File: config.mk
export PLATFORM = sky130hd
export DESIGN_NAME = jtvigil_rom_arb
export DESIGN_NICKNAME = d
export VERILOG_FILES = /design/src/rtl/jtvigil_arb_pkg.sv /design/src/rtl/jtvigil_rom_slot.sv /design/src/rtl/jtvigil_rom_arb.sv
export SDC_FILE = /design/constraint.sdc
export NUM_CORES = 1
export LEC_CHECK = 0
export BUFFER_PORTS_ARGS = -buffer_cell sky130_fd_sc_hd__buf_2
export CAP_MARGIN = 0
export CORE_MARGIN = 1.5
export CORE_UTILIZATION = 37
export CTS_CLUSTER_SIZE = 40
export DETAILED_ROUTE_END_ITERATION = 12
export PLACE_DENSITY_LB_ADDON = 0.3
export SLEW_MARGIN = 25
export SYNTH_ARGS = -nofsm -noshare
export SYNTH_HDL_FRONTEND = slang
export SYNTH_SLANG_ARGS = --single-unit
File: constraint.sdc
create_clock -name clk -period 3 [get_ports clk]
set_clock_uncertainty 0.05 [all_clocks]
set_input_delay 0.45 -clock clk [delete_from_list [all_inputs] [get_ports clk]]
set_output_delay 0.45 -clock clk [all_outputs]
set_load 0.01 [all_outputs]
File: src/rtl/jtvigil_arb_pkg.sv
// Shared types for the bank-0 ROM arbiter: grant ids, FSM states, default ROM offsets.
// No logic; grant rotation helper only.
package jtvigil_arb_pkg;

    typedef enum logic [1:0] {
        GNT_MAIN = 2'd0,
        GNT_SND  = 2'd1,
        GNT_PCM  = 2'd2
    } gnt_e;

    typedef enum logic [1:0] {
        IDLE = 2'd0,
        ACK  = 2'd1,
        WAIT = 2'd2
    } state_e;

    localparam logic [21:0] DEF_SND_OFFSET = 22'h10_0000;
    localparam logic [21:0] DEF_PCM_OFFSET = 22'h14_0000;

    function automatic gnt_e gnt_next(input gnt_e g);
        case (g)
            GNT_MAIN: return GNT_SND;
            GNT_SND:  return GNT_PCM;
            default:  return GNT_MAIN;
        endcase
    endfunction

endpackage

File: src/rtl/jtvigil_rom_slot.sv
// Per-requester fetched-data store plus hit compare (word cache when JTVIGIL_ROMCACHE_EN).
// Latency: write visible next cycle; ok/data are combinational on stored state and current addr.
module jtvigil_rom_slot #(
    parameter int AW = 18
) (
    input  logic          clk,
    input  logic          rst,
    input  logic          cs,
    input  logic [AW-1:0] addr,
    input  logic          wr,
    input  logic [AW-1:0] wr_addr,
    input  logic [15:0]   wr_word,
    output logic [7:0]    data,
    output logic          ok
);

`ifdef JTVIGIL_ROMCACHE_EN
    logic          valid_q;
    logic [AW-2:0] tag_q;
    logic [15:0]   word_q;

    always_ff @(posedge clk) begin
        if (rst) begin
            valid_q <= 1'b0;
            tag_q   <= '0;
            word_q  <= '0;
        end else if (wr) begin
            valid_q <= 1'b1;
            tag_q   <= wr_addr[AW-1:1];
            word_q  <= wr_word;
        end
    end

    // Both bytes of the stored word are served, so only the word part must match.
    assign ok   = cs & valid_q & (tag_q == addr[AW-1:1]);
    assign data = addr[0] ? word_q[15:8] : word_q[7:0];
`else
    logic          valid_q;
    logic [AW-1:0] tag_q;
    logic [7:0]    byte_q;

    always_ff @(posedge clk) begin
        if (rst) begin
            valid_q <= 1'b0;
            tag_q   <= '0;
            byte_q  <= '0;
        end else if (wr) begin
            valid_q <= 1'b1;
            tag_q   <= wr_addr;
            byte_q  <= wr_addr[0] ? wr_word[15:8] : wr_word[7:0];
        end
    end

    assign ok   = cs & valid_q & (tag_q == addr);
    assign data = byte_q;
`endif

endmodule

File: src/rtl/jtvigil_rom_arb.sv
// Round-robin share of SDRAM bank 0 among main, sound and ADPCM ROMs; one read in flight.
// Latency: cs to ok >= 3 cycles + ack-to-rdy; ba_rd held until ba_ack. Option: JTVIGIL_ROMCACHE_EN.
module jtvigil_rom_arb
    import jtvigil_arb_pkg::*;
#(
    parameter int          MAIN_AW    = 18,
    parameter int          SND_AW     = 15,
    parameter int          PCM_AW     = 17,
    parameter logic [21:0] SND_OFFSET = DEF_SND_OFFSET,
    parameter logic [21:0] PCM_OFFSET = DEF_PCM_OFFSET
) (
    input  logic               clk,
    input  logic               rst,
    input  logic               main_cs,
    input  logic [MAIN_AW-1:0] main_addr,
    output logic [7:0]         main_data,
    output logic               main_ok,
    input  logic               snd_cs,
    input  logic [SND_AW-1:0]  snd_addr,
    output logic [7:0]         snd_data,
    output logic               snd_ok,
    input  logic               pcm_cs,
    input  logic [PCM_AW-1:0]  pcm_addr,
    output logic [7:0]         pcm_data,
    output logic               pcm_ok,
    output logic [21:0]        ba_addr,
    output logic               ba_rd,
    input  logic               ba_ack,
    input  logic               ba_rdy,
    input  logic [15:0]        data_read
);

    localparam int LAW_MS = (MAIN_AW > SND_AW) ? MAIN_AW : SND_AW;
    localparam int LAW    = (LAW_MS > PCM_AW) ? LAW_MS : PCM_AW;

    state_e            state_q, state_d;
    gnt_e              gnt_q, gnt_d;
    gnt_e              rr_q, rr_d;
    logic [LAW-1:0]    lat_q, lat_d;
    logic [21:0]       ba_addr_q, ba_addr_d;
    logic              ba_rd_q, ba_rd_d;
    logic              capture;

    logic [2:0]        pend;
    logic [LAW-1:0]    req_addr [3];
    logic [21:0]       req_wa   [3];
    gnt_e              c0, c1, c2, sel;
    logic              any;

    assign pend[GNT_MAIN] = main_cs & ~main_ok;
    assign pend[GNT_SND]  = snd_cs  & ~snd_ok;
    assign pend[GNT_PCM]  = pcm_cs  & ~pcm_ok;

    assign req_addr[GNT_MAIN] = LAW'(main_addr);
    assign req_addr[GNT_SND]  = LAW'(snd_addr);
    assign req_addr[GNT_PCM]  = LAW'(pcm_addr);

    // Offsets are word offsets; the sums wrap inside the 22-bit bank address.
    assign req_wa[GNT_MAIN] = 22'(main_addr[MAIN_AW-1:1]);
    assign req_wa[GNT_SND]  = SND_OFFSET + 22'(snd_addr[SND_AW-1:1]);
    assign req_wa[GNT_PCM]  = PCM_OFFSET + 22'(pcm_addr[PCM_AW-1:1]);

    always_comb begin
        c0  = rr_q;
        c1  = gnt_next(c0);
        c2  = gnt_next(c1);
        sel = c0;
        any = 1'b1;
        if (pend[c0])      sel = c0;
        else if (pend[c1]) sel = c1;
        else if (pend[c2]) sel = c2;
        else               any = 1'b0;
    end

    always_comb begin
        state_d   = state_q;
        gnt_d     = gnt_q;
        rr_d      = rr_q;
        lat_d     = lat_q;
        ba_addr_d = ba_addr_q;
        ba_rd_d   = ba_rd_q;
        capture   = 1'b0;
        case (state_q)
            IDLE: begin
                if (any) begin
                    gnt_d     = sel;
                    lat_d     = req_addr[sel];
                    ba_addr_d = req_wa[sel];
                    ba_rd_d   = 1'b1;
                    state_d   = ACK;
                end
            end
            ACK: begin
                if (ba_ack) begin
                    ba_rd_d = 1'b0;
                    // Data arriving with the ack completes the transfer at once.
                    if (ba_rdy) begin
                        capture = 1'b1;
                        rr_d    = gnt_next(gnt_q);
                        state_d = IDLE;
                    end else begin
                        state_d = WAIT;
                    end
                end
            end
            WAIT: begin
                if (ba_rdy) begin
                    capture = 1'b1;
                    rr_d    = gnt_next(gnt_q);
                    state_d = IDLE;
                end
            end
            default: begin
                state_d = IDLE;
                ba_rd_d = 1'b0;
            end
        endcase
    end

    always_ff @(posedge clk) begin
        if (rst) begin
            state_q   <= IDLE;
            gnt_q     <= GNT_MAIN;
            rr_q      <= GNT_MAIN;
            lat_q     <= '0;
            ba_addr_q <= '0;
            ba_rd_q   <= 1'b0;
        end else begin
            state_q   <= state_d;
            gnt_q     <= gnt_d;
            rr_q      <= rr_d;
            lat_q     <= lat_d;
            ba_addr_q <= ba_addr_d;
            ba_rd_q   <= ba_rd_d;
        end
    end

    assign ba_addr = ba_addr_q;
    assign ba_rd   = ba_rd_q;

    jtvigil_rom_slot #(.AW(MAIN_AW)) u_main (
        .clk     (clk),
        .rst     (rst),
        .cs      (main_cs),
        .addr    (main_addr),
        .wr      (capture && (gnt_q == GNT_MAIN)),
        .wr_addr (lat_q[MAIN_AW-1:0]),
        .wr_word (data_read),
        .data    (main_data),
        .ok      (main_ok)
    );

    jtvigil_rom_slot #(.AW(SND_AW)) u_snd (
        .clk     (clk),
        .rst     (rst),
        .cs      (snd_cs),
        .addr    (snd_addr),
        .wr      (capture && (gnt_q == GNT_SND)),
        .wr_addr (lat_q[SND_AW-1:0]),
        .wr_word (data_read),
        .data    (snd_data),
        .ok      (snd_ok)
    );

    jtvigil_rom_slot #(.AW(PCM_AW)) u_pcm (
        .clk     (clk),
        .rst     (rst),
        .cs      (pcm_cs),
        .addr    (pcm_addr),
        .wr      (capture && (gnt_q == GNT_PCM)),
        .wr_addr (lat_q[PCM_AW-1:0]),
        .wr_word (data_read),
        .data    (pcm_data),
        .ok      (pcm_ok)
    );

endmodule
Word-level counts from Yosys, hierarchy flattened
Cells that the tools add are included.

storage, ports and cells
  register bits after elaboration = 124
  bits in latches = 0
  output and inout port bits = 50
  logic and storage cells = 95
  memories = 0
  memory bits (read-only) = 0
  RAM bits = 0
  bits of input ports = 73

cells by class
  reduce and logical (&&, ||, !) cells = 12
  divide/modulo/power cells = 0
  $add $sub $neg = 2
  shift-type cells = 0
  muxes and demuxes = 36
  $lt $le $gt $ge = 4
  bitwise logic cells = 14
  multipliers = 0
  equality and inequality tests = 12

operators with widths
  kind                                                                          count
  22-bit binary-select mux with 2-bit select                                    1
  22-bit 2-to-1 mux                                                             2
  18-bit binary-select mux with 2-bit select                                    1
  18-bit 2-to-1 mux                                                             2
  21-bit by 14-bit adder with 22-bit output, first input constant               1
  21-bit by 16-bit adder with 22-bit output, first input constant               1
  18-bit == test                                                                1
  2-bit 2-to-1 mux                                                              9
  17-bit == test                                                                1
  2-bit one-hot mux with 2 select lines                                         4
  15-bit == test                                                                1
  1-bit 2-to-1 mux                                                              10
  1-bit AND                                                                     9
  2-bit by 3-bit less-than comparator with 1-bit output, second input constant  3
  2-bit by 1-bit == test with 1-bit output, second input constant               4
  2-bit zero test                                                               4
  8-bit 2-to-1 mux                                                              1
  1-bit binary-select mux with 2-bit select                                     3
  2-bit inequality test, second input constant                                  3
  2-bit one-hot mux with 3 select lines                                         1
  3-bit AND reduction                                                           2
  2-bit == test, second input constant                                          2
  1-bit NOT                                                                     4
  2-bit AND reduction                                                           2
  6 further kinds                                                               8

Depth between registers and ports, before layout
  word-level depth = 13
  mapped depth = 10
  gate-level depth less buffers = 10

Modules after synthesis
A second synthesis with hierarchy kept.

unflattened totals
  cells, all modules = 542
  area, all modules = 5278.8 µm²

by module, submodules not included
  module                     cells each  times used  area an instance (µm²)  sequential area each (µm²)
  jtvigil_rom_arb            195         1           1825.5                  540.5
  jtvigil_rom_slot (u_main)  122         1           1216.2                  540.5
  jtvigil_rom_slot (u_pcm)   117         1           1168.6                  520.5
  jtvigil_rom_slot (u_snd)   108         1           1068.5                  480.5

Least setup slack after synthesis
OpenSTA, ideal clock, no wires.

  path kind = input-to-reg
  from = input pcm_addr[0]
  to = register lat_q[10]
  slack = 0.373 ns
  library setup time = 0.128 ns
  cell stages on the path = 10
  path buffers = 1
  required time = 2.822 ns
  data arrival time = 2.449 ns
  path through = xor2_1 > or4b_4 > nor3b_4 > a2111oi_0 > a221oi_4 > inv_4 > and3_4 > buf_6 > a22oi_2 > o21ai_1

on the way
  cells in the longest elaborated chain, start to end = 13
  elaborated cells between the ends (all ways) = 21
  classes of those cells = eq/ne: 1; mux: 15; bitwise: 4; reduce/logical: 1

ends and longest elaborated chain
  element                                                 RTL line                source
  from (decl)                                             jtvigil_rom_arb.sv:23   input logic [PCM_AW-1:0] pcm_addr,
  17-bit == test *                                        jtvigil_rom_slot.sv:54  assign ok = cs & valid_q & (tag_q == addr);
  1-bit AND *                                             jtvigil_rom_slot.sv:54
  1-bit NOT *                                             jtvigil_rom_arb.sv:52   assign pend[GNT_PCM] = pcm_cs & ~pcm_ok;
  1-bit AND *                                             jtvigil_rom_arb.sv:52
  1-bit binary-select mux with 2-bit select               jtvigil_rom_arb.sv:71   else if (pend[c2]) sel = c2;
  1-bit 2-to-1 mux (not written as such)                  jtvigil_rom_arb.sv:71
  2-bit 2-to-1 mux                                        jtvigil_rom_arb.sv:71
  2-bit 2-to-1 mux                                        jtvigil_rom_arb.sv:70   else if (pend[c1]) sel = c1;
  2-bit 2-to-1 mux *                                      jtvigil_rom_arb.sv:69   if (pend[c0]) sel = c0;
  via sel[1]                                              jtvigil_rom_arb.sv:47   gnt_e c0, c1, c2, sel;
  2-bit NOT with 3-bit output (not written as such) *     jtvigil_rom_arb.sv:87   lat_d = req_addr[sel];
  18-bit binary-select mux with 2-bit select *            jtvigil_rom_arb.sv:87
  18-bit 2-to-1 mux (not written as such) * (2 in a row)  jtvigil_rom_arb.sv:87
  to (signal assigned)                                    jtvigil_rom_arb.sv:132  lat_q <= lat_d;
  to (decl)                                               jtvigil_rom_arb.sv:39   logic [LAW-1:0] lat_q, lat_d;

Mark *: on every way through the listed nets, which the timed path passes. The rest lies on a longest branch. The select of a mux whose other input is x is not followed.
A chain may end at the register's enable or synchronous reset.

Worst setup path in the final report
  from = register u_main.tag_q[17]
  to = register ba_addr_q[20] (netlist: ba_addr[20])

on the way
  cells in the longest elaborated chain, start to end = 13
  elaborated cells between the ends (all ways) = 21
  classes of those cells = eq/ne: 1; mux: 15; bitwise: 4; reduce/logical: 1

ends and longest elaborated chain
  element                                               RTL line                source
  from (decl)                                           jtvigil_rom_slot.sv:39  logic [AW-1:0] tag_q;
  from (signal assigned)                                jtvigil_rom_slot.sv:49  tag_q <= wr_addr;
  18-bit == test *                                      jtvigil_rom_slot.sv:54
  1-bit AND *                                           jtvigil_rom_slot.sv:54
  1-bit NOT *                                           jtvigil_rom_arb.sv:50   assign pend[GNT_MAIN] = main_cs & ~main_ok;
  1-bit AND *                                           jtvigil_rom_arb.sv:50
  1-bit binary-select mux with 2-bit select             jtvigil_rom_arb.sv:71
  1-bit 2-to-1 mux (not written as such)                jtvigil_rom_arb.sv:71
  2-bit 2-to-1 mux                                      jtvigil_rom_arb.sv:71
  2-bit 2-to-1 mux                                      jtvigil_rom_arb.sv:70
  2-bit 2-to-1 mux                                      jtvigil_rom_arb.sv:69
  2-bit NOT with 3-bit output (not written as such)     jtvigil_rom_arb.sv:88   ba_addr_d = req_wa[sel];
  22-bit binary-select mux with 2-bit select            jtvigil_rom_arb.sv:88
  22-bit 2-to-1 mux (not written as such) (2 in a row)  jtvigil_rom_arb.sv:88
  to (signal assigned)                                  jtvigil_rom_arb.sv:133  ba_addr_q <= ba_addr_d;
  to (decl)                                             jtvigil_rom_arb.sv:40   logic [21:0] ba_addr_q, ba_addr_d;

Every way passes the cells marked *; elsewhere a longest branch is shown, timed or not. The select of a mux whose other input is x is not followed.

==> impl_metrics.yaml <==
grt:
  grtUsageTotal_pct: 21.2
  grt_overflow_total: 0
  grt_pass1_wl_um: 23500
  pin_count_of_the_biggest_net_entering_global_routing: 44
  antenna_violations_before_repair: 0
  grt_pass1_vias: 4435
cts:
  cts-resized-gates: 0
  holdBufCountCts: 0
  cts_sinks: 104
  clock_insertion_delay_worst_skew_ns: 0.34
  cts_max_path_buffers: 2
  postCtsSetupRepairBufs: 0
  tritoncts: "yes"
  numCtsBuffers: 9
  clk_root_buffer_cell: "clkbuf_16"
  ctsHtreeMaxLevel: 3
  path_clk_slew_ns: 0.07
logic_synthesis:
  synth_warnings: 0
  synth_top_family_by_area: "compound AO/OA/AOI/OAI gates"
  synth_area_leaders: "dfxtp_1, nand2_1, xor2_1"
  synth.cells.most_frequent: "nand2_1, dfxtp_1, a21oi_1"
  synthCells: 587
  synthArstFlopShare_pct: 0
  synthXorXnorAreaFrac_pct: 8.76
  post-synth-top-count-cell: "nand2_1"
  synth_largest_type_area_fraction_pct: 41.7
  synth.avg_cell_area_um2: 8.51
  postSynthRegisterBits: 104
  synth-adder-area-share_pct: 1.00
  synth_edf_count: 0
  synth.lib_cells_used.distinct: 53
  sequential_cell_area_fraction_in_the_yosys_report_pct: 41.7
  synthSimpleGateAreaFrac_pct: 18.3
  synth_compound_gate_area_share_pct: 19.3
  synth_area_leader_cell: "dfxtp_1"
  synth_mux_area_share_pct: 4.61
  synth_ff_type: "dfxtp_1"
  syn-cell-area_um2: 5000
cells_and_area:
  number_of_standard_cells_in_the_layout_taps_in_and_fillers_out: 866
  area.growth.synth_to_final_pct: 20.6
  proportion_of_layout_cells_with_a_drive_suffix_above_1_pct: 24.9
  antennaDiodeCount: 0
  fin_nets: 763
floorplan:
  fp-row-count: 42
  floorplan.die.height_um: 119
  ios: 123
  dieArea_um2: 14200
  fp.coreArea_um2: 13200
  initial_utilization_pct: 37.9
  die_x_um: 119
place:
  place_ws_ns: 0.0112
  dpl.hpwl_um: 11200
  placed_cells_incl_taps: 851
  gp_congestion: 0.915
  portBuffers: 119
worst_setup_path:
  crit-reg2reg-launch: "u_main.tag_q[17]$_SDFFE_PP0P_"
  crit_family: "simple AND/OR/NAND/NOR gates"
  crit_buf_inv: 1
  endpoint_kind: "register"
  cpMaxStageDelayCell: "or4_4"
  arrival_ns: 3.02
  crit_end: "ba_addr[20]$_SDFFE_PP0P_"
  setup.worst_path.start: "u_main.tag_q[17]$_SDFFE_PP0P_"
  setup.reg_to_reg.worst_slack_ns: 0.18
  timing.rr.end: "ba_addr[20]$_SDFFE_PP0P_"
  critical_path.cell_chain: "xnor2_1 -> nand4_1 -> or4_4 -> o21a_1 -> or3_4 -> nand2_4 -> inv_2 -> ha_1 -> a211oi_1"
  critical_path_peak_fanout: 7
  setup.worst_path.class: "register to register"
  critPathRequiredTime_ns: 3.20
  cp_slowest_stage_delay_ns: 0.59
  worst_setup_path_start_kind: "register"
  worstSetupPathDepth: 9
  r2r.worst_path.cells: 9
job:
  cap_viol_max_count: 0
sta:
  min_cycle_time_layout_ns: 2.82
  final_hold_viol_count: 0
  timing.setup.tns_ns: 0
  final.period_utilization_pct: 94.0
  worst-slew-pin-transition_ns: 0.776
  finalSetupViolCount: 0
  slew_limit_headroom_pct: 46.9
  finalWorstSetupSlack_ns: 0.181
  max_clock_freq_mhz: 355
  rsz0062_at_grt: "no"
  slew_violations: 0
  fin_hold_ws_ns: 0.309
outcome:
  outcome: "complete, no violations"
drt:
  final_antenna_net_count: 0
  sum_of_routed_wire_length_over_all_layers_um: 14900
  detail_route.drc_violations: 0
  vias_per_cell: 5.27
  wire_per_inst_um: 17.3
  num_vias: 4563
  highest_layer: "met4"
  dr_wl_met2_um: 7320
  wl_met3_um: 843
  routedLengthMet1_um: 6540
  detail_route.first_pass.iterations: 5
  detailedRoute.firstIterationViolations: 289
power_and_ir_drop:
  cellPowerDensity_nw_per_um2: 545
  irDropWorstVdd_mv: 0.262
  total_power_mw: 3.28
  total_leakage_power_nw: 2.42
hold_path:
  hold_class: "input pin to register"
==> cells by family after synthesis <==
group / Yosys count
compound gates: 143
simple gates: 202
buf+inv: 60
xor+xnor: 50
mux: 23
flops: 104
fa+ha+maj: 4
other cells: 1
==> placed cells by master (no fill, tap or decap), types with 7 or more instances in the layout <==
master     count
buf_2        119
nand2_1      118
dfxtp_1      104
a21oi_1       63
xor2_1        40
nor2_1        38
a211oi_1      30
mux2i_1       23
nor4_1        16
o21ai_1       14
buf_4         13
xnor2_1       10
a22oi_2       10
inv_1          9
clkbuf_16      9
nand3_1        7
o21ai_0        7
==> state kept, by name, summed over array words and instances (netlist names) <==
register and cells:
u_snd.tag_q 15, u_pcm.valid_q 1, ba_addr 3, ba_rd 1
gnt_q 2, c0 2, u_pcm.tag_q 17, u_main.data 8
u_snd.valid_q 1, state_q 2, u_pcm.data 8, lat_q 17
u_main.valid_q 1, u_main.tag_q 18, u_snd.data 8
==> report_power, final <==
part           switching (mW)  internal (mW)
sequential             0.0884           1.45
combinational           0.314          0.224
clock                   0.500          0.712
total                   0.903           2.38
==> layout make-up <==
cell class	instances	area, um^2
clock buffers	13	270
repair buffers	135	753
inverters	11	43.8
multi-input cells	425	2620
clock inverters	2	37.5
flip-flops and latches	104	2080
fillers	1302	7160
well taps	176	220
==> metrics by stage <==
step           util (%)  instance area, um^2
2_1_floorplan         -                 5000
3_3_place_gp       43.4                 5720
3_5_place_dp       43.4                 5720
4_1_cts            45.7                 6030
5_1_grt            45.7                 6030
6_report           45.7                 6030
==> worst reg2reg max path, cell delays in order (launching register included) <==
cell and delay, ns:
dfxtp_1 0.32, xnor2_1 0.27, nand4_1 0.15, or4_4 0.59, o21a_1 0.25, or3_4 0.43, nand2_4 0.08, inv_2 0.08
ha_1 0.30, a211oi_1 0.20
==> how the worst min path moves through the flow <==
stage                                      from                          end  depth (start not counted)
floorplan           u_main.valid_q$_SDFFE_PP0P_  u_main.valid_q$_SDFFE_PP0P_                          2
global route                       pcm_addr[14]       lat_q[14]$_SDFFE_PP0P_                          3
CTS                                pcm_addr[14]       lat_q[14]$_SDFFE_PP0P_                          3
detailed placement     ba_addr[18]$_SDFFE_PP0P_     ba_addr[18]$_SDFFE_PP0P_                          2
finish                             pcm_addr[14]       lat_q[14]$_SDFFE_PP0P_                          3
global placement     u_snd.valid_q$_SDFFE_PP0P_   u_snd.valid_q$_SDFFE_PP0P_                          2
==> per-layer routing <==
| layer | global-route usage (%) | up-vias |
|---|---|---|
| li1 | - | 2224 |
| met1 | 27.7 | 2171 |
| met2 | 35.7 | 149 |
| met3 | 3.93 | 19 |
| met4 | 6.55 | 0 |
| met5 | 0 | - |
No activity file was read; power rests on OpenSTA's default activity.
